==> config.mk <==
export PLATFORM = sky130hd
export DESIGN_NAME = fixed_rrelu_stream
export DESIGN_NICKNAME = d
export VERILOG_FILES = /design/src/rtl/fixed_rrelu_pkg.sv /design/src/rtl/fixed_rrelu_lane.sv /design/src/rtl/fixed_rrelu_stream.sv
export SDC_FILE = /design/constraint.sdc
export NUM_CORES = 1
export LEC_CHECK = 0
export CAP_MARGIN = 0
export CORE_AREA = 3 3 202 224
export DETAILED_ROUTE_END_ITERATION = 10
export DIE_AREA = 0 0 205 227
export PLACE_DENSITY = 0.48
export SLEW_MARGIN = 10
export SYNTH_ARGS = -nofsm -noshare
export SYNTH_HDL_FRONTEND = slang
export SYNTH_SLANG_ARGS = --single-unit
==> constraint.sdc <==
create_clock -name clk -period 7.35 [get_ports clk]
set_input_delay 1.47 -clock clk [delete_from_list [all_inputs] [get_ports clk]]
set_output_delay 1.47 -clock clk [all_outputs]
set_load 0.1 [all_outputs]
==> src/rtl/fixed_rrelu_pkg.sv <==
// fixed_rrelu_pkg: slope constants, lane seeds and saturation shared by the RReLU stream
package fixed_rrelu_pkg;
  localparam int MAXW = 128;
  typedef logic signed [MAXW-1:0] wide_t;
  function automatic logic [MAXW-1:0] slope_mask(input int f, input int upper, input int lower);
    return ((MAXW'(1) << (f - upper)) - MAXW'(1)) & ~((MAXW'(1) << (f - lower)) - MAXW'(1));
  endfunction
  function automatic logic [MAXW-1:0] mean_slope(input int f, input int upper, input int lower);
    return (MAXW'(1) << (f - upper - 1)) + (MAXW'(1) << (f - lower - 1));
  endfunction
  function automatic logic [MAXW-1:0] lane_seed(input logic [31:0] seed, input int i, input int w);
    logic [31:0] m;
    logic [MAXW-1:0] s, all;
    m = seed ^ (32'(i) * 32'h9E3779B9);
    all = (MAXW'(1) << w) - MAXW'(1);
    s = {{(MAXW-32){1'b0}}, m} & all;
    return s == '0 ? all : s;
  endfunction
  function automatic wide_t saturate(input wide_t v, input int w);
    wide_t hi, lo;
    hi = (wide_t'(1) <<< (w - 1)) - wide_t'(1);
    lo = ~hi;
    return v > hi ? hi : v < lo ? lo : v;
  endfunction
endpackage

==> src/rtl/fixed_rrelu_lane.sv <==
// fixed_rrelu_lane: one RReLU lane (LFSR slope, multiply, shift/saturate), two register stages
// FIXED_RRELU_STREAM_ROUND_EN selects round-half-up on the negative path instead of floor.
module fixed_rrelu_lane import fixed_rrelu_pkg::*; #(
  parameter int IN_W = 32,
  parameter int F = 16,
  parameter int OUT_W = 32,
  parameter int OUT_F = 16,
  parameter int UPPER = 1,
  parameter int LOWER = 6,
  parameter logic [31:0] POLY = 32'h04c11db7,
  parameter logic [31:0] SEED = 32'hFFFFFFFF,
  parameter int LANE = 0
) (
  input  logic             clk,
  input  logic             rst_n,
  input  logic             train,
  input  logic             en1,
  input  logic             en2,
  input  logic [IN_W-1:0]  x,
  output logic [OUT_W-1:0] y
);
  localparam int PW = IN_W + F + 1;
  localparam int S = 2 * F - OUT_F;
  localparam int P = F - OUT_F;
  localparam logic [IN_W-1:0] SEED_L = IN_W'(lane_seed(SEED, LANE, IN_W));
  localparam logic [F-1:0] MASK = F'(slope_mask(F, UPPER, LOWER));
  localparam logic [F-1:0] MEAN = F'(mean_slope(F, UPPER, LOWER));
  logic [IN_W-1:0] lfsr, lfsr_nxt;
  logic [F-1:0] slope;
  logic signed [PW-1:0] prod, s1_val;
  logic signed [PW:0] biased;
  logic s1_neg;
  wide_t shifted;
  assign lfsr_nxt = {lfsr[IN_W-2:0], 1'b0} ^ (lfsr[IN_W-1] ? IN_W'(POLY) : '0);
  // slope comes from the state this beat steps into
  assign slope = train ? lfsr_nxt[F-1:0] & MASK : MEAN;
  assign prod = PW'($signed(x)) * PW'($signed({1'b0, slope}));
  always_ff @(posedge clk)
    if (!rst_n) begin
      lfsr <= SEED_L;
      s1_val <= '0;
      s1_neg <= 1'b0;
    end else if (en1) begin
      lfsr <= lfsr_nxt;
      s1_val <= x[IN_W-1] ? prod : PW'($signed(x));
      s1_neg <= x[IN_W-1];
    end
`ifdef FIXED_RRELU_STREAM_ROUND_EN
  assign biased = (PW+1)'(s1_val) + ((PW+1)'(1) <<< (S - 1));
`else
  assign biased = (PW+1)'(s1_val);
`endif
  assign shifted = s1_neg ? wide_t'(biased >>> S) : wide_t'(s1_val >>> P);
  always_ff @(posedge clk)
    if (!rst_n) y <= '0;
    else if (en2) y <= OUT_W'(saturate(shifted, OUT_W));
endmodule

==> src/rtl/fixed_rrelu_stream.sv <==
// fixed_rrelu_stream: N-lane pipelined randomised leaky ReLU with valid/ready back-pressure
// Build with FIXED_RRELU_STREAM_ROUND_EN for round-half-up on negative inputs.
module fixed_rrelu_stream import fixed_rrelu_pkg::*; #(
  parameter int DATA_IN_0_PRECISION_0 = 32,
  parameter int DATA_IN_0_PRECISION_1 = 16,
  parameter int DATA_OUT_0_PRECISION_0 = 32,
  parameter int DATA_OUT_0_PRECISION_1 = 16,
  parameter int DATA_IN_0_PARALLELISM_DIM_0 = 1,
  parameter int DATA_IN_0_PARALLELISM_DIM_1 = 1,
  parameter int UPPER = 1,
  parameter int LOWER = 6,
  parameter logic [31:0] LFSR_POLY = 32'h04c11db7,
  parameter logic [31:0] SEED = 32'hFFFFFFFF
) (
  input  logic clk,
  input  logic rst_n,
  input  logic train,
  input  logic [DATA_IN_0_PRECISION_0-1:0] data_in_0 [DATA_IN_0_PARALLELISM_DIM_0*DATA_IN_0_PARALLELISM_DIM_1],
  input  logic data_in_0_valid,
  output logic data_in_0_ready,
  output logic [DATA_OUT_0_PRECISION_0-1:0] data_out_0 [DATA_IN_0_PARALLELISM_DIM_0*DATA_IN_0_PARALLELISM_DIM_1],
  output logic data_out_0_valid,
  input  logic data_out_0_ready
);
  localparam int N = DATA_IN_0_PARALLELISM_DIM_0 * DATA_IN_0_PARALLELISM_DIM_1;
  logic s1_valid, adv1, adv2, accept;
  assign adv2 = ~data_out_0_valid | data_out_0_ready;
  assign adv1 = ~s1_valid | adv2;
  assign data_in_0_ready = rst_n & adv1;
  assign accept = data_in_0_valid & data_in_0_ready;
  always_ff @(posedge clk)
    if (!rst_n) begin
      s1_valid <= 1'b0;
      data_out_0_valid <= 1'b0;
    end else begin
      if (adv1) s1_valid <= data_in_0_valid;
      if (adv2) data_out_0_valid <= s1_valid;
    end
  for (genvar i = 0; i < N; i++) begin : g_lane
    fixed_rrelu_lane #(
      .IN_W(DATA_IN_0_PRECISION_0), .F(DATA_IN_0_PRECISION_1),
      .OUT_W(DATA_OUT_0_PRECISION_0), .OUT_F(DATA_OUT_0_PRECISION_1),
      .UPPER(UPPER), .LOWER(LOWER), .POLY(LFSR_POLY), .SEED(SEED), .LANE(i)
    ) u_lane (
      .clk(clk), .rst_n(rst_n), .train(train),
      .en1(accept), .en2(adv2 & s1_valid),
      .x(data_in_0[i]), .y(data_out_0[i])
    );
  end
endmodule

==> Word-level counts from Yosys, hierarchy flattened <==
Index checks and enable logic that the tools add are counted.
{ "totals": {"ff_bits": 116, "wordCells": 23, "in_bits": 37, "output_inout_bits": 34} }
{ "op_classes": {"mux": 6, "n_lt_le_gt_ge": 2, "multipliers": 1, "bitwise": 8} }
{ "op_table": {"columns": ["cell", "n"], "rows": [
  ["$mux W32", 2],
  ["$gt A49 B32 Y1 const B", 1],
  ["$lt A49 B32 Y1 const B", 1],
  ["$mux W49", 1],
  ["$mul A32 B16 Y48", 1],
  ["$mux W48", 1],
  ["$xor A32 B32 Y32", 1],
  ["$mux W27", 1],
  ["$mux W15", 1],
  ["$and A1 B1 Y1", 3],
  ["$not A1 Y1", 2],
  ["$or A1 B1 Y1", 2]
]} }

==> Longest topological paths before layout <==
{ "logic_depth": {"word_depth": 5, "ltp_mapped": 24, "ltp_nobuf": 23} }

==> By module <==
Synthesis repeated with hierarchy kept, for this count alone.
{ "hier_totals": {"hier_cells": 1458, "area_unflattened_um2": 12942.4} }
{ "modules_own_cells": {"columns": ["module", "cells_each", "area_per_inst_um2", "seq_area_each_um2", "n_inst"], "rows": [
  ["fixed_rrelu_lane", 1448, 12846.1, 2262.2, 1],
  ["fixed_rrelu_stream", 10, 96.3, 40.0, 1]
]} }

==> Worst setup path before layout <==
No wires, ideal clock.
{ "synth_path": {"path_type": "input to register", "from": "input train", "to": "register g_lane[0].u_lane.s1_val[44]", "slack_ns": 0.023, "stages": 23, "path_buffers": 2, "setup_ns": 0.122, "required_ns": 7.228, "arrival_ns": 7.205, "path_cell_list": "clkbuf_1 -> and2_0 -> clkbuf_1 -> nand2_1 -> fa_1 -> fa_1 -> inv_1 -> fa_1 -> inv_1 -> fa_1 -> inv_1 -> ha_1 -> ha_1 -> fa_1 -> a211oi_1 -> o21ai_0 -> o211ai_1 -> o21ai_0 -> o31ai_1 -> o21ai_1 -> nand2_1 -> mux2_2 -> a221o_1"} }
{ "synth_between": {"elab_chain_cells": 3} }
{ "synth_rtl": {"columns": ["element", "line", "source"], "rows": [
  ["start, declared", "fixed_rrelu_stream.sv:17", "input logic train,"],
  ["$mux W15", "fixed_rrelu_lane.sv:36", "assign slope = train ? lfsr_nxt[F-1:0] & MASK : MEAN;"],
  ["$mul A32 B16 Y48", "fixed_rrelu_lane.sv:37", "assign prod = PW'($signed(x)) * PW'($signed({1'b0, slope}));"],
  ["$mux W49", "fixed_rrelu_lane.sv:45", "s1_val <= x[IN_W-1] ? prod : PW'($signed(x));"],
  ["end signal, assigned", "fixed_rrelu_lane.sv:45", null],
  ["end, declared", "fixed_rrelu_lane.sv:30", "logic signed [PW-1:0] prod, s1_val;"]
]} }
No other way between the ends.
A chain may end at the register's enable or synchronous reset.

==> Final worst setup path <==
{ "layout_path": {"from": "input data_in_0[3] in the netlist's numbering", "to": "register g_lane[0].u_lane.s1_val[44]"} }
{ "layout_between": {"elab_chain_cells": 2} }
{ "layout_rtl": {"columns": ["element", "line", "source"], "rows": [
  ["start, declared", "fixed_rrelu_stream.sv:18", "input logic [DATA_IN_0_PRECISION_0-1:0] data_in_0 [DATA_IN_0_PARALLELISM_DIM_0*DATA_IN_0_PARALLELISM_DIM_1],"],
  ["$mul A32 B16 Y48", "fixed_rrelu_lane.sv:37", null],
  ["$mux W49", "fixed_rrelu_lane.sv:45", null]
]} }
No other way between the ends.

==> results_dict.tcl <==
set metrics [dict create \
    status "completed" \
    fin_nets 1912 \
    async_flop_share 0 \
    period_needed_ns 7.09 \
    ant_nets 0 \
    portBuffers 70 \
    drive_above_1_share 0.142 \
    hold_viol 0 \
    drv_cap 0 \
    num_rows 80 \
    critical_path.endpoint_type "register" \
    critical_path.max_stage_delay_ns 0.55 \
    cts_buffer_depth 2 \
    pin_count 71 \
    multi_input_area_mm2 0.00948 \
    antenna_cells 0 \
    worstSkewPairLatency_ns 0.40 \
    core_area_mm2 0.0432 \
    drt_first_pass_iters 8 \
    antenna_found_initial 0 \
    die_h_um 227 \
    finalCritPeriodShare 0.965 \
    start_util 0.298 \
    cts_sinks 115 \
    max_slew_margin 0.302 \
    grt_pass1_wl_um 56300 \
    total_power_mw 4.06 \
    crit_slowest_cell "fa_1" \
    ys_seq_area_frac 0.179 \
    hpwlAfterDp_um 27400 \
    grt_max_degree 87 \
    grt_setup_unrepaired "false" \
    synth_cell_types 59 \
    mostFrequentLayoutCells "inv_1, ha_1, buf_4" \
    syn_area_per_cell_um2 9.05 \
    leakage_nw 8.20 \
    ys_warn_count 0 \
    tightest_slew_ns 1.05 \
    htreeDepth 4 \
    grt_busiest_layer "met2" \
    power.density_mw_per_mm2 258 \
    viasPerCell 4.73 \
    layout_setup_ws_ns 0.258 \
    die_w_um 205 \
    hold_buffers 0 \
    synth_edf_count 0 \
    synth_top_flop_cell "dfxtp_1" \
    grt_pass1_vias 10400 \
    grt-ovfl-total 0 \
    ff_latch_area_mm2 0.00230 \
    area_growth_pct 22.1 \
    cp-start-kind "input pin" \
    root_buffer "clkbuf_16" \
    drv_slew 0 \
    hold_path_class "reg2reg" \
    cpMostUsedCell "fa_1" \
    ir_drop_mv 0.190 \
    arrival_ns 7.38 \
    timing.fmax_ghz 0.141 \
    cp.required_ns 7.64 \
    grtUsageTotal 0.149 \
    drt-total-wl_um 33800 \
    dp_slack_ns -0.229 \
    cp_cell_sequence "clkdlybuf4s50_1 -> nand2_1 -> fa_1 -> fa_1 -> inv_1 -> fa_1 -> inv_1 -> fa_1 -> inv_1 -> ha_1 -> ha_1 -> fa_1 -> a211oi_2 -> o21ai_1 -> o211ai_1 -> buf_4 -> o21ai_0 -> o31ai_1 -> buf_4 -> o21ai_1 -> nand2_1 -> mux2_2 -> a221o_1" \
    grtUsageMet2 0.238 \
    final_common_cell "inv_1" \
    drcViolationCount 0 \
    drt_iter0_drc 606 \
    ys_seq_elements 115 \
    via_count 10200 \
    path_max_fanout 3 \
    clock_skew_ns 0.0159 \
    fin_tns_setup_ns 0 \
    syn-cell-area_mm2 0.0129 \
    met3_usage 0.0119 \
    path_clk_slew_ns 0.05 \
    routabilityCongestion 0.838 \
    cts_buffers 17 \
    setup_viol 0 \
    syn-instance-count 1422 \
    tritoncts "built" \
    fin_util 0.363 \
    die_area_mm2 0.0465 \
    fillers 4457 \
    grt_use_met1 0.221 \
    critPathKind "in2reg" \
    synthesis.nets 1768 \
    wire_per_inst_um 15.7 \
]
-- registers in the layout (all words and copies together) (netlist names) --
| signal | count |
|---|---|
| g_lane.u_lane.lfsr | 32 |
| g_lane.u_lane.s1_neg | 1 |
| g_lane.u_lane.s1_val | 48 |
| g_lane.u_lane.y | 32 |
| data_out_0_valid | 1 |
| s1_valid | 1 |
-- cell type report --
class                      count  area share
multi-input combinational   1011       0.604
sequential                   115       0.147
timing repair buffer         206       0.113
inverter                     215      0.0514
tap                          574      0.0457
clock buffer                  20      0.0284
clock inverter                12      0.0114
-- report_power, final --
group	total, mW	switching (mW)	internal, mW
combinational	2.41	1.35	1.07
sequential	0.775	0.0741	0.701
clock	0.872	0.295	0.577
-- cells by family after synthesis --
kind of cell             count (synthesis)  share of synthesized area
XOR/XNOR                                45                     0.0306
AND/OR/NAND/NOR                        389                      0.166
AO/OA/AOI/OAI                          224                      0.125
adder cells (fa/ha/maj)                309                      0.377
flip-flops                             115                      0.179
multiplexers                            44                     0.0344
buffers and inverters                  296                     0.0879
-- worst paths after layout --
path,cells after the start,endpoint,start,slack (ns)
worst max-delay path,23,g_lane[0].u_lane.s1_val[44]$_SDFFE_PN0P_,data_in_0[3],0.26
worst min register to register,2,g_lane[0].u_lane.lfsr[20]$_SDFFE_PN1P_,g_lane[0].u_lane.lfsr[19]$_SDFFE_PN1P_,0.46
worst min-delay path,2,g_lane[0].u_lane.lfsr[20]$_SDFFE_PN1P_,g_lane[0].u_lane.lfsr[19]$_SDFFE_PN1P_,0.46
worst max register to register,22,g_lane[0].u_lane.s1_val[44]$_SDFFE_PN0P_,g_lane[0].u_lane.lfsr[31]$_SDFFE_PN1P_,0.86
-- cells in the mapped netlist, types with 10 or more instances --
library cell	instances	area, um^2
xor2_1	10	87.6
fa_1	131	2620
mux2i_1	42	420
and2_1	35	219
o221a_2	31	349
a21oi_1	63	315
xnor2_1	35	307
nor3b_1	18	135
o211a_1	13	130
a21o_1	21	158
nand2_1	66	248
and3_1	123	769
dfxtp_1	115	2300
clkbuf_1	72	270
a31oi_1	18	113
nor2_1	63	236
inv_1	215	807
nor2b_1	46	288
ha_1	178	2230
o21ai_0	34	170
-- critical path, delay by kind of cell --
| family | cells | cell delay [ns] |
|---|---|---|
| mux | 1 | 0.33 |
| fa+ha+maj | 7 | 3.20 |
| buf+inv | 6 | 0.98 |
| compound gates | 7 | 1.21 |
| simple gates | 2 | 0.20 |
-- stage by stage --
stage	hold slack, ns	instance area, um^2	instances
floorplan	0.431	12900	1422
global placement	0.441	15000	2119
detailed placement	0.448	15000	2119
CTS	0.456	15700	2151
global route	0.479	15700	2153
finish	0.456	15700	2153
-- metal layers --
metal  share of wire  wire length, um  vias to the layer above
met5               0                0                        -
met4           0.015              524                        0
met2            0.45            15300                      158
li1                -                -                     5077
met3           0.026              874                       14
met1            0.51            17100                     4932
-- repair_timing --
action | 4_1_cts | 5_1_grt
endpoints found under the setup margin | 0 | 3
resized for setup | 0 | 2
buffers inserted | 0 | 1
Note: power is estimated with default switching activity, not from simulation.
